### src/rtl/des_pkg.sv
// DES constants shared by the decryption core: permutation tables,
// S-boxes, key shift schedule, FSM state type and a table-driven permute.
package des_pkg;

    typedef enum logic [1:0] {IDLE, RUN, DONE} state_e;

    // Entries are 1-based DES bit numbers, bit 1 = MSB; first entry = output MSB.
    localparam logic [63:0][7:0] IP = '{
        58, 50, 42, 34, 26, 18, 10, 2,  60, 52, 44, 36, 28, 20, 12, 4,
        62, 54, 46, 38, 30, 22, 14, 6,  64, 56, 48, 40, 32, 24, 16, 8,
        57, 49, 41, 33, 25, 17, 9,  1,  59, 51, 43, 35, 27, 19, 11, 3,
        61, 53, 45, 37, 29, 21, 13, 5,  63, 55, 47, 39, 31, 23, 15, 7};

    localparam logic [63:0][7:0] FP = '{
        40, 8, 48, 16, 56, 24, 64, 32,  39, 7, 47, 15, 55, 23, 63, 31,
        38, 6, 46, 14, 54, 22, 62, 30,  37, 5, 45, 13, 53, 21, 61, 29,
        36, 4, 44, 12, 52, 20, 60, 28,  35, 3, 43, 11, 51, 19, 59, 27,
        34, 2, 42, 10, 50, 18, 58, 26,  33, 1, 41, 9,  49, 17, 57, 25};

    localparam logic [47:0][7:0] E = '{
        32, 1,  2,  3,  4,  5,   4,  5,  6,  7,  8,  9,
        8,  9,  10, 11, 12, 13,  12, 13, 14, 15, 16, 17,
        16, 17, 18, 19, 20, 21,  20, 21, 22, 23, 24, 25,
        24, 25, 26, 27, 28, 29,  28, 29, 30, 31, 32, 1};

    localparam logic [31:0][7:0] P = '{
        16, 7,  20, 21, 29, 12, 28, 17,  1,  15, 23, 26, 5,  18, 31, 10,
        2,  8,  24, 14, 32, 27, 3,  9,   19, 13, 30, 6,  22, 11, 4,  25};

    localparam logic [55:0][7:0] PC1 = '{
        57, 49, 41, 33, 25, 17, 9,   1,  58, 50, 42, 34, 26, 18,
        10, 2,  59, 51, 43, 35, 27,  19, 11, 3,  60, 52, 44, 36,
        63, 55, 47, 39, 31, 23, 15,  7,  62, 54, 46, 38, 30, 22,
        14, 6,  61, 53, 45, 37, 29,  21, 13, 5,  28, 20, 12, 4};

    localparam logic [47:0][7:0] PC2 = '{
        14, 17, 11, 24, 1,  5,   3,  28, 15, 6,  21, 10,
        23, 19, 12, 4,  26, 8,   16, 7,  27, 20, 13, 2,
        41, 52, 31, 37, 47, 55,  30, 40, 51, 45, 33, 48,
        44, 49, 39, 56, 34, 53,  46, 42, 50, 36, 29, 32};

    // Encryption-order left shifts; decryption walks this backwards as right rotations.
    localparam logic [1:0] SHIFT [16] = '{
        2'd1, 2'd1, 2'd2, 2'd2, 2'd2, 2'd2, 2'd2, 2'd2,
        2'd1, 2'd2, 2'd2, 2'd2, 2'd2, 2'd2, 2'd2, 2'd1};

    localparam logic [3:0] SBOX [8][64] = '{
        '{14,4,13,1,2,15,11,8,3,10,6,12,5,9,0,7, 0,15,7,4,14,2,13,1,10,6,12,11,9,5,3,8,
          4,1,14,8,13,6,2,11,15,12,9,7,3,10,5,0, 15,12,8,2,4,9,1,7,5,11,3,14,10,0,6,13},
        '{15,1,8,14,6,11,3,4,9,7,2,13,12,0,5,10, 3,13,4,7,15,2,8,14,12,0,1,10,6,9,11,5,
          0,14,7,11,10,4,13,1,5,8,12,6,9,3,2,15, 13,8,10,1,3,15,4,2,11,6,7,12,0,5,14,9},
        '{10,0,9,14,6,3,15,5,1,13,12,7,11,4,2,8, 13,7,0,9,3,4,6,10,2,8,5,14,12,11,15,1,
          13,6,4,9,8,15,3,0,11,1,2,12,5,10,14,7, 1,10,13,0,6,9,8,7,4,15,14,3,11,5,2,12},
        '{7,13,14,3,0,6,9,10,1,2,8,5,11,12,4,15, 13,8,11,5,6,15,0,3,4,7,2,12,1,10,14,9,
          10,6,9,0,12,11,7,13,15,1,3,14,5,2,8,4, 3,15,0,6,10,1,13,8,9,4,5,11,12,7,2,14},
        '{2,12,4,1,7,10,11,6,8,5,3,15,13,0,14,9, 14,11,2,12,4,7,13,1,5,0,15,10,3,9,8,6,
          4,2,1,11,10,13,7,8,15,9,12,5,6,3,0,14, 11,8,12,7,1,14,2,13,6,15,0,9,10,4,5,3},
        '{12,1,10,15,9,2,6,8,0,13,3,4,14,7,5,11, 10,15,4,2,7,12,9,5,6,1,13,14,0,11,3,8,
          9,14,15,5,2,8,12,3,7,0,4,10,1,13,11,6, 4,3,2,12,9,5,15,10,11,14,1,7,6,0,8,13},
        '{4,11,2,14,15,0,8,13,3,12,9,7,5,10,6,1, 13,0,11,7,4,9,1,10,14,3,5,12,2,15,8,6,
          1,4,11,13,12,3,7,14,10,15,6,8,0,5,9,2, 6,11,13,8,1,4,10,7,9,5,0,15,14,2,3,12},
        '{13,2,8,4,6,15,11,1,10,9,3,14,5,0,12,7, 1,15,13,8,10,3,7,4,12,5,6,11,0,14,9,2,
          7,11,4,1,9,12,14,2,0,6,10,13,15,3,5,8, 2,1,14,7,4,10,8,13,15,12,9,0,3,5,6,11}};

    // Result is right-aligned in 64 bits; tbl holds out_w entries, right-aligned.
    function automatic logic [63:0] permute(input logic [63:0]  din,
                                            input int           in_w,
                                            input logic [511:0] tbl,
                                            input int           out_w);
        logic [63:0] res;
        res = '0;
        for (int p = 0; p < out_w; p++)
            res[6'(p)] = din[6'(in_w - int'(tbl[9'(p * 8) +: 8]))];
        return res;
    endfunction

    function automatic logic [27:0] ror28(input logic [27:0] x,
                                          input logic [1:0]  n);
        return (n == 2'd2) ? {x[1:0], x[27:2]} : {x[0], x[27:1]};
    endfunction

endpackage

### src/rtl/des_decrypt_core_if.sv
// Valid/ready bundle between a block producer/consumer and the DES
// decryption core.
interface des_decrypt_core_if;
    logic        in_valid;
    logic        in_ready;
    logic [63:0] ctext;
    logic [63:0] key;
    logic        out_valid;
    logic        out_ready;
    logic [63:0] ptext;
    logic        busy;

    modport master (
        output in_valid, ctext, key, out_ready,
        input  in_ready, out_valid, ptext, busy
    );

    modport slave (
        input  in_valid, ctext, key, out_ready,
        output in_ready, out_valid, ptext, busy
    );
endinterface

### src/rtl/des_f.sv
// DES round function f(R,K) = P(S(E(R) ^ K)), purely combinational.
module des_f
    import des_pkg::*;
(
    input  logic [31:0] r_i,
    input  logic [47:0] k_i,
    output logic [31:0] f_o
);
    logic [47:0] e_w;
    logic [47:0] x_w;
    logic [31:0] s_w;

    assign e_w = 48'(permute(64'(r_i), 32, 512'(E), 48));
    assign x_w = e_w ^ k_i;

    des_sbox #(.N(1)) sbox1 (.x_i(x_w[47:42]), .y_o(s_w[31:28]));
    des_sbox #(.N(2)) sbox2 (.x_i(x_w[41:36]), .y_o(s_w[27:24]));
    des_sbox #(.N(3)) sbox3 (.x_i(x_w[35:30]), .y_o(s_w[23:20]));
    des_sbox #(.N(4)) sbox4 (.x_i(x_w[29:24]), .y_o(s_w[19:16]));
    des_sbox #(.N(5)) sbox5 (.x_i(x_w[23:18]), .y_o(s_w[15:12]));
    des_sbox #(.N(6)) sbox6 (.x_i(x_w[17:12]), .y_o(s_w[11:8]));
    des_sbox #(.N(7)) sbox7 (.x_i(x_w[11:6]),  .y_o(s_w[7:4]));
    des_sbox #(.N(8)) sbox8 (.x_i(x_w[5:0]),   .y_o(s_w[3:0]));

    assign f_o = 32'(permute(64'(s_w), 32, 512'(P), 32));
endmodule

### src/rtl/des_sbox.sv
// One DES S-box: 6-bit group in, 4-bit value out; row = outer bits,
// column = inner four bits.
module des_sbox
    import des_pkg::*;
#(
    parameter int unsigned N = 1
) (
    input  logic [5:0] x_i,
    output logic [3:0] y_o
);
    assign y_o = SBOX[N-1][{x_i[5], x_i[0], x_i[4:1]}];
endmodule

### src/rtl/des_decrypt_core.sv
// Iterative DES decryption: one Feistel round per clock, subkeys K16..K1
// produced on the fly by rotating the PC-1 halves right.
module des_decrypt_core
    import des_pkg::*;
(
    input logic               clk,
    input logic               rst_n,
    des_decrypt_core_if.slave bus
);
    state_e      state_q, state_d;
    logic [31:0] l_q, l_d, r_q, r_d;
    logic [27:0] c_q, c_d, d_q, d_d;
    logic [3:0]  round_q, round_d;
    logic [63:0] ip_w;
    logic [55:0] pc1_w;
    logic [47:0] k_w;
    logic [31:0] f_w;
    logic [1:0]  sh_w;
    logic        accept_w;

    assign accept_w = (state_q == IDLE) && bus.in_valid;
    assign ip_w     = permute(bus.ctext, 64, IP, 64);
    assign pc1_w    = 56'(permute(bus.key, 64, 512'(PC1), 56));
    assign k_w      = 48'(permute(64'({c_q, d_q}), 56, 512'(PC2), 48));
    assign sh_w     = SHIFT[4'd15 - round_q];

    des_f u_f (.r_i(r_q), .k_i(k_w), .f_o(f_w));

    always_ff @(posedge clk or negedge rst_n) begin
        if (!rst_n) state_q <= IDLE;
        else        state_q <= state_d;
    end

    always_comb begin
        state_d = state_q;
        unique case (state_q)
            IDLE:    if (bus.in_valid)       state_d = RUN;
            RUN:     if (round_q == 4'd15)   state_d = DONE;
            DONE:    if (bus.out_ready)      state_d = IDLE;
            default:                         state_d = IDLE;
        endcase
    end

    always_comb begin
        bus.in_ready  = (state_q == IDLE);
        bus.busy      = (state_q != IDLE);
        bus.out_valid = (state_q == DONE);
        bus.ptext     = permute({r_q, l_q}, 64, FP, 64);
    end

    always_comb begin
        l_d     = l_q;
        r_d     = r_q;
        c_d     = c_q;
        d_d     = d_q;
        round_d = round_q;
        if (accept_w) begin
            {l_d, r_d} = ip_w;
            {c_d, d_d} = pc1_w;
            round_d    = '0;
        end else if (state_q == RUN) begin
            l_d     = r_q;
            r_d     = l_q ^ f_w;
            c_d     = ror28(c_q, sh_w);
            d_d     = ror28(d_q, sh_w);
            round_d = round_q + 4'd1;
        end
    end

    always_ff @(posedge clk or negedge rst_n) begin
        if (!rst_n) begin
            l_q     <= '0;
            r_q     <= '0;
            c_q     <= '0;
            d_q     <= '0;
            round_q <= '0;
        end else begin
            l_q     <= l_d;
            r_q     <= r_d;
            c_q     <= c_d;
            d_q     <= d_d;
            round_q <= round_d;
        end
    end
endmodule

### src/flat_wrapper.sv
// flat-port wrapper written by rule: the top's interface ports become plain ports
module des_decrypt_core_flat import des_pkg::*;
  (clk, rst_n, bus_in_valid, bus_ctext, bus_key, bus_out_ready, bus_in_ready, bus_out_valid, bus_ptext, bus_busy);
  des_decrypt_core_if bus_i ();
  input logic clk;
  input logic rst_n;
  input wire logic [$bits(bus_i.in_valid)-1:0] bus_in_valid;
  input wire logic [$bits(bus_i.ctext)-1:0] bus_ctext;
  input wire logic [$bits(bus_i.key)-1:0] bus_key;
  input wire logic [$bits(bus_i.out_ready)-1:0] bus_out_ready;
  output wire logic [$bits(bus_i.in_ready)-1:0] bus_in_ready;
  output wire logic [$bits(bus_i.out_valid)-1:0] bus_out_valid;
  output wire logic [$bits(bus_i.ptext)-1:0] bus_ptext;
  output wire logic [$bits(bus_i.busy)-1:0] bus_busy;
  assign bus_i.in_valid = bus_in_valid;
  assign bus_i.ctext = bus_ctext;
  assign bus_i.key = bus_key;
  assign bus_i.out_ready = bus_out_ready;
  assign bus_in_ready = bus_i.in_ready;
  assign bus_out_valid = bus_i.out_valid;
  assign bus_ptext = bus_i.ptext;
  assign bus_busy = bus_i.busy;
  des_decrypt_core u_core (.clk(clk), .rst_n(rst_n), .bus(bus_i));
endmodule
### config.mk
export PLATFORM = sky130hd
export DESIGN_NAME = des_decrypt_core_flat
export DESIGN_NICKNAME = d
export VERILOG_FILES = /design/src/rtl/des_pkg.sv /design/src/rtl/des_decrypt_core_if.sv /design/src/rtl/des_f.sv /design/src/rtl/des_sbox.sv /design/src/rtl/des_decrypt_core.sv /design/src/flat_wrapper.sv
export SDC_FILE = /design/constraint.sdc
export NUM_CORES = 1
export LEC_CHECK = 0
export CELL_PAD_IN_SITES_DETAIL_PLACEMENT = 0
export CELL_PAD_IN_SITES_GLOBAL_PLACEMENT = 1
export CORE_AREA = 4 4 152 154
export DETAILED_ROUTE_END_ITERATION = 10
export DIE_AREA = 0 0 156 158
export DONT_BUFFER_PORTS = 1
export PLACE_DENSITY = 0.6
export SYNTH_ARGS = -nofsm -noshare
export SYNTH_HDL_FRONTEND = slang
export SYNTH_SLANG_ARGS = --single-unit
### constraint.sdc
create_clock -name clk -period 3.9 [get_ports clk]
set_clock_uncertainty 0.2 [all_clocks]
set_input_delay 0.78 -clock clk [delete_from_list [all_inputs] [get_ports clk]]
set_output_delay 0.78 -clock clk [all_outputs]
set_load 0.03 [all_outputs]
==> flow_metrics.py <==
metrics = {
    "critical_path": {
        "start_kind": "flop",
        "required_ns": 3.96,
        "crit_family": "multiplexers",
        "crit_path_max_incr_delay_ns": 0.53,
        "crit_chain": "xor2_4 > ha_1 > mux4_2 > nor2_1 > a31oi_1 > mux2i_1 > xor2_1 > o21ai_1",
        "path_buf_inv": 0,
        "slowest_stage": "dfrtp_1",
        "path_class": "reg -> reg",
        "cp.arrival_ns": 3.40,
        "worst-path-max-fanout": 15,
        "end_kind": "flop",
    },
    "layout": {
        "multi_input_area_sq_um": 4468,
        "nFillCells": 2173,
        "syn_to_final_growth_pct": 8.246,
        "fin_nets": 989,
        "n_antenna_cell": 0,
        "seq_area_sq_um": 2853,
        "drive_gt1_share_pct": 9.438,
    },
    "clock_tree": {
        "cts_inserted_buffers": 17,
        "cts-root-buf": "clkbuf_16",
        "cts.path.max_buffers": 2,
        "clock_sinks": 114,
        "clk_pin_slew_worst_paths_ns": 0.06,
        "cts_tree": "built",
        "cts.repair.resized": 0,
        "hold_buffers": 1,
        "htree_num_levels": 4,
        "insertion_delay_ns": 0.42,
        "post_cts_buffers": 0,
    },
    "synthesis": {
        "synth.ff_latch_count": 114,
        "synth_seq_area_share_pct": 36.16,
        "syn_area_per_cell_sq_um": 9.185,
        "syn_area_sq_um": 7890,
        "async_flop_share_pct": 100.0,
        "synth_edf_count": 0,
        "yosysWarnings": 0,
        "synth_ff_type": "dfrtp_1",
        "synth.distinct_cells": 55,
        "synth_cells": 859,
    },
    "routing": {
        "wl_per_cell_um": 17.47,
        "wirelength_um": 19510,
        "drtIter0Drc": 353,
        "viasPerCell": 5.391,
        "dr.pass1.iters": 5,
        "ant_nets": 0,
        "drc": 0,
        "num_vias": 6022,
    },
    "floorplanning": {
        "core_area_sq_um": 21690,
        "die_h_um": 158,
        "die_x_um": 156,
        "io_pins": 199,
        "initial_core_util_pct": 36.38,
        "die_area_sq_um": 24650,
        "placementRows": 54,
    },
    "placement": {
        "port_buffers": 0,
        "hpwl_um": 12810,
        "place_congestion": 0.7701,
    },
    "timing": {
        "tightest_slew_ns": 1.007,
        "finalSetupViolCount": 0,
        "rsz0062_at_grt": "false",
        "period_needed_ns": 3.334,
        "drv_slew": 0,
        "fmax_ghz": 0.2999,
        "hold_viol": 0,
        "setup_tns_ns": 0,
        "slew-limit-headroom_pct": 32.87,
        "post-route-period-util_pct": 85.49,
    },
    "global_routing": {
        "overflow": 0,
        "grt_first_pass_wirelength_um": 31560,
        "grtUsageTotal_pct": 15.91,
        "antenna_found_initial": 0,
        "grt_pass1_vias": 5861,
        "grt_max_degree": 115,
    },
    "worst_hold_path": {
        "hold_path.class": "in -> async",
    },
    "status": {
        "outcome": "complete, no violations",
    },
    "job": {
        "max_cap_viol_count": 0,
    },
}
==> final timing paths <==
path / startpoint / endpoint / slack, ns / cells past startpoint
setup / recovery: u_core.r_q[8] / u_core.r_q[21] / 0.57 / 8
hold reg to reg: u_core.l_q[9] / u_core.r_q[9] / 0.29 / 1
setup reg to reg: u_core.r_q[8] / u_core.r_q[21] / 0.57 / 8
max in group asynchronous: rst_n / u_core.r_q[3] / 2.91 / 1
hold / removal: rst_n / u_core.c_q[6] / 0.08 / 1
min in group clk: u_core.l_q[9] / u_core.r_q[9] / 0.29 / 1
==> cells in the final DEF (no fill, tap or decap), types with 16 or more instances in the layout <==
cell	count
a22oi_1	27
clkbuf_16	17
conb_1	48
dfrtp_1	114
ha_1	33
inv_1	16
mux2i_1	70
nand2_1	89
nand3_1	47
nor2_1	38
o21ai_0	101
o21ai_1	18
xnor2_1	34
xor2_1	26
==> state kept, by name, indices dropped and copies added, names as in the netlist <==
register	cells
u_core.c_q	28
u_core.d_q	28
u_core.r_q	26
u_core.l_q	26
u_core.round_q	4
u_core.state_q	2
==> synth_stat cells, drive strengths merged (3+ instances only) <==
| cell | count | area (sq um) |
|---|---|---|
| inv | 20 | 77.58 |
| dfrtp | 114 | 2853 |
| o31ai | 4 | 30.03 |
| mux2 | 3 | 37.53 |
| xor2 | 32 | 336.6 |
| o21ai | 119 | 595.6 |
| and3 | 3 | 18.77 |
| a2111oi | 5 | 50.04 |
| a21oi | 12 | 60.06 |
| ha | 33 | 412.9 |
| mux4 | 8 | 180.2 |
| a211o | 3 | 26.28 |
| clkbuf | 37 | 138.9 |
| xnor2 | 37 | 346.6 |
| nor3 | 12 | 60.06 |
| a31oi | 6 | 37.54 |
| nand2 | 89 | 334.1 |
| mux2i | 70 | 700.7 |
| o211ai | 13 | 97.59 |
| o22ai | 3 | 18.77 |
| a221o | 6 | 60.06 |
| a311oi | 3 | 26.28 |
| nor2 | 39 | 146.4 |
| a211oi | 8 | 60.06 |
| a22oi | 27 | 202.7 |
| buf | 82 | 566.8 |
| nand3 | 47 | 235.2 |
==> stage by stage <==
step / utilization (%) / cell area, sq um / worst slack (ns) / hold slack [ns] / std cells
after floorplan: - / 8066 / 1.268 / 0.2395 / 906
after global placement: 36.43 / 7901 / 0.6723 / 0.2540 / 1084
after detailed placement: 36.43 / 7901 / 0.6324 / 0.2634 / 1084
after CTS: 39.38 / 8541 / 0.6085 / 0.1467 / 1117
after global routing: 39.38 / 8541 / 0.4277 / 0.1431 / 1117
final: 39.38 / 8541 / 0.5659 / 0.08340 / 1117
==> layout make-up <==
type | instances | share of cell area [%]
timing repair buffer | 18 | 2.110
clock inverter | 12 | 1.817
tap | 280 | 4.102
clock buffer | 20 | 5.347
sequential | 114 | 33.40
inverter | 20 | 0.9083
multi-input combinational | 653 | 52.31
==> logic make-up after synthesis <==
group | share of synthesized area (%)
buffers and inverters | 9.927
muxes | 11.64
xor gates and xnor gates | 8.659
other | 0.04753
and+or+nand+nor | 10.96
adders and majority gates | 5.233
AOI/OAI and AO/OA | 17.38
DFF | 36.16
==> layer usage <==
metal | vias up | routed length [um] | global-route usage (%)
met5 | - | 0 | 0
met4 | 0 | 238 | 4.335
met3 | 21 | 1055 | 4.155
met2 | 162 | 9607 | 26.59
met1 | 2966 | 8609 | 20.50
li1 | 2873 | - | -
==> worst register-to-register path: stages (launching register included) <==
cell and delay (ns):
dfrtp_1 0.53, xor2_4 0.44, ha_1 0.51, mux4_2 0.52, nor2_1 0.11, a31oi_1 0.05, mux2i_1 0.53, xor2_1 0.21
o21ai_1 0.08
Power is not shown: default switching activity piles up to over one toggle a cycle in this logic, so the estimate is an artifact.
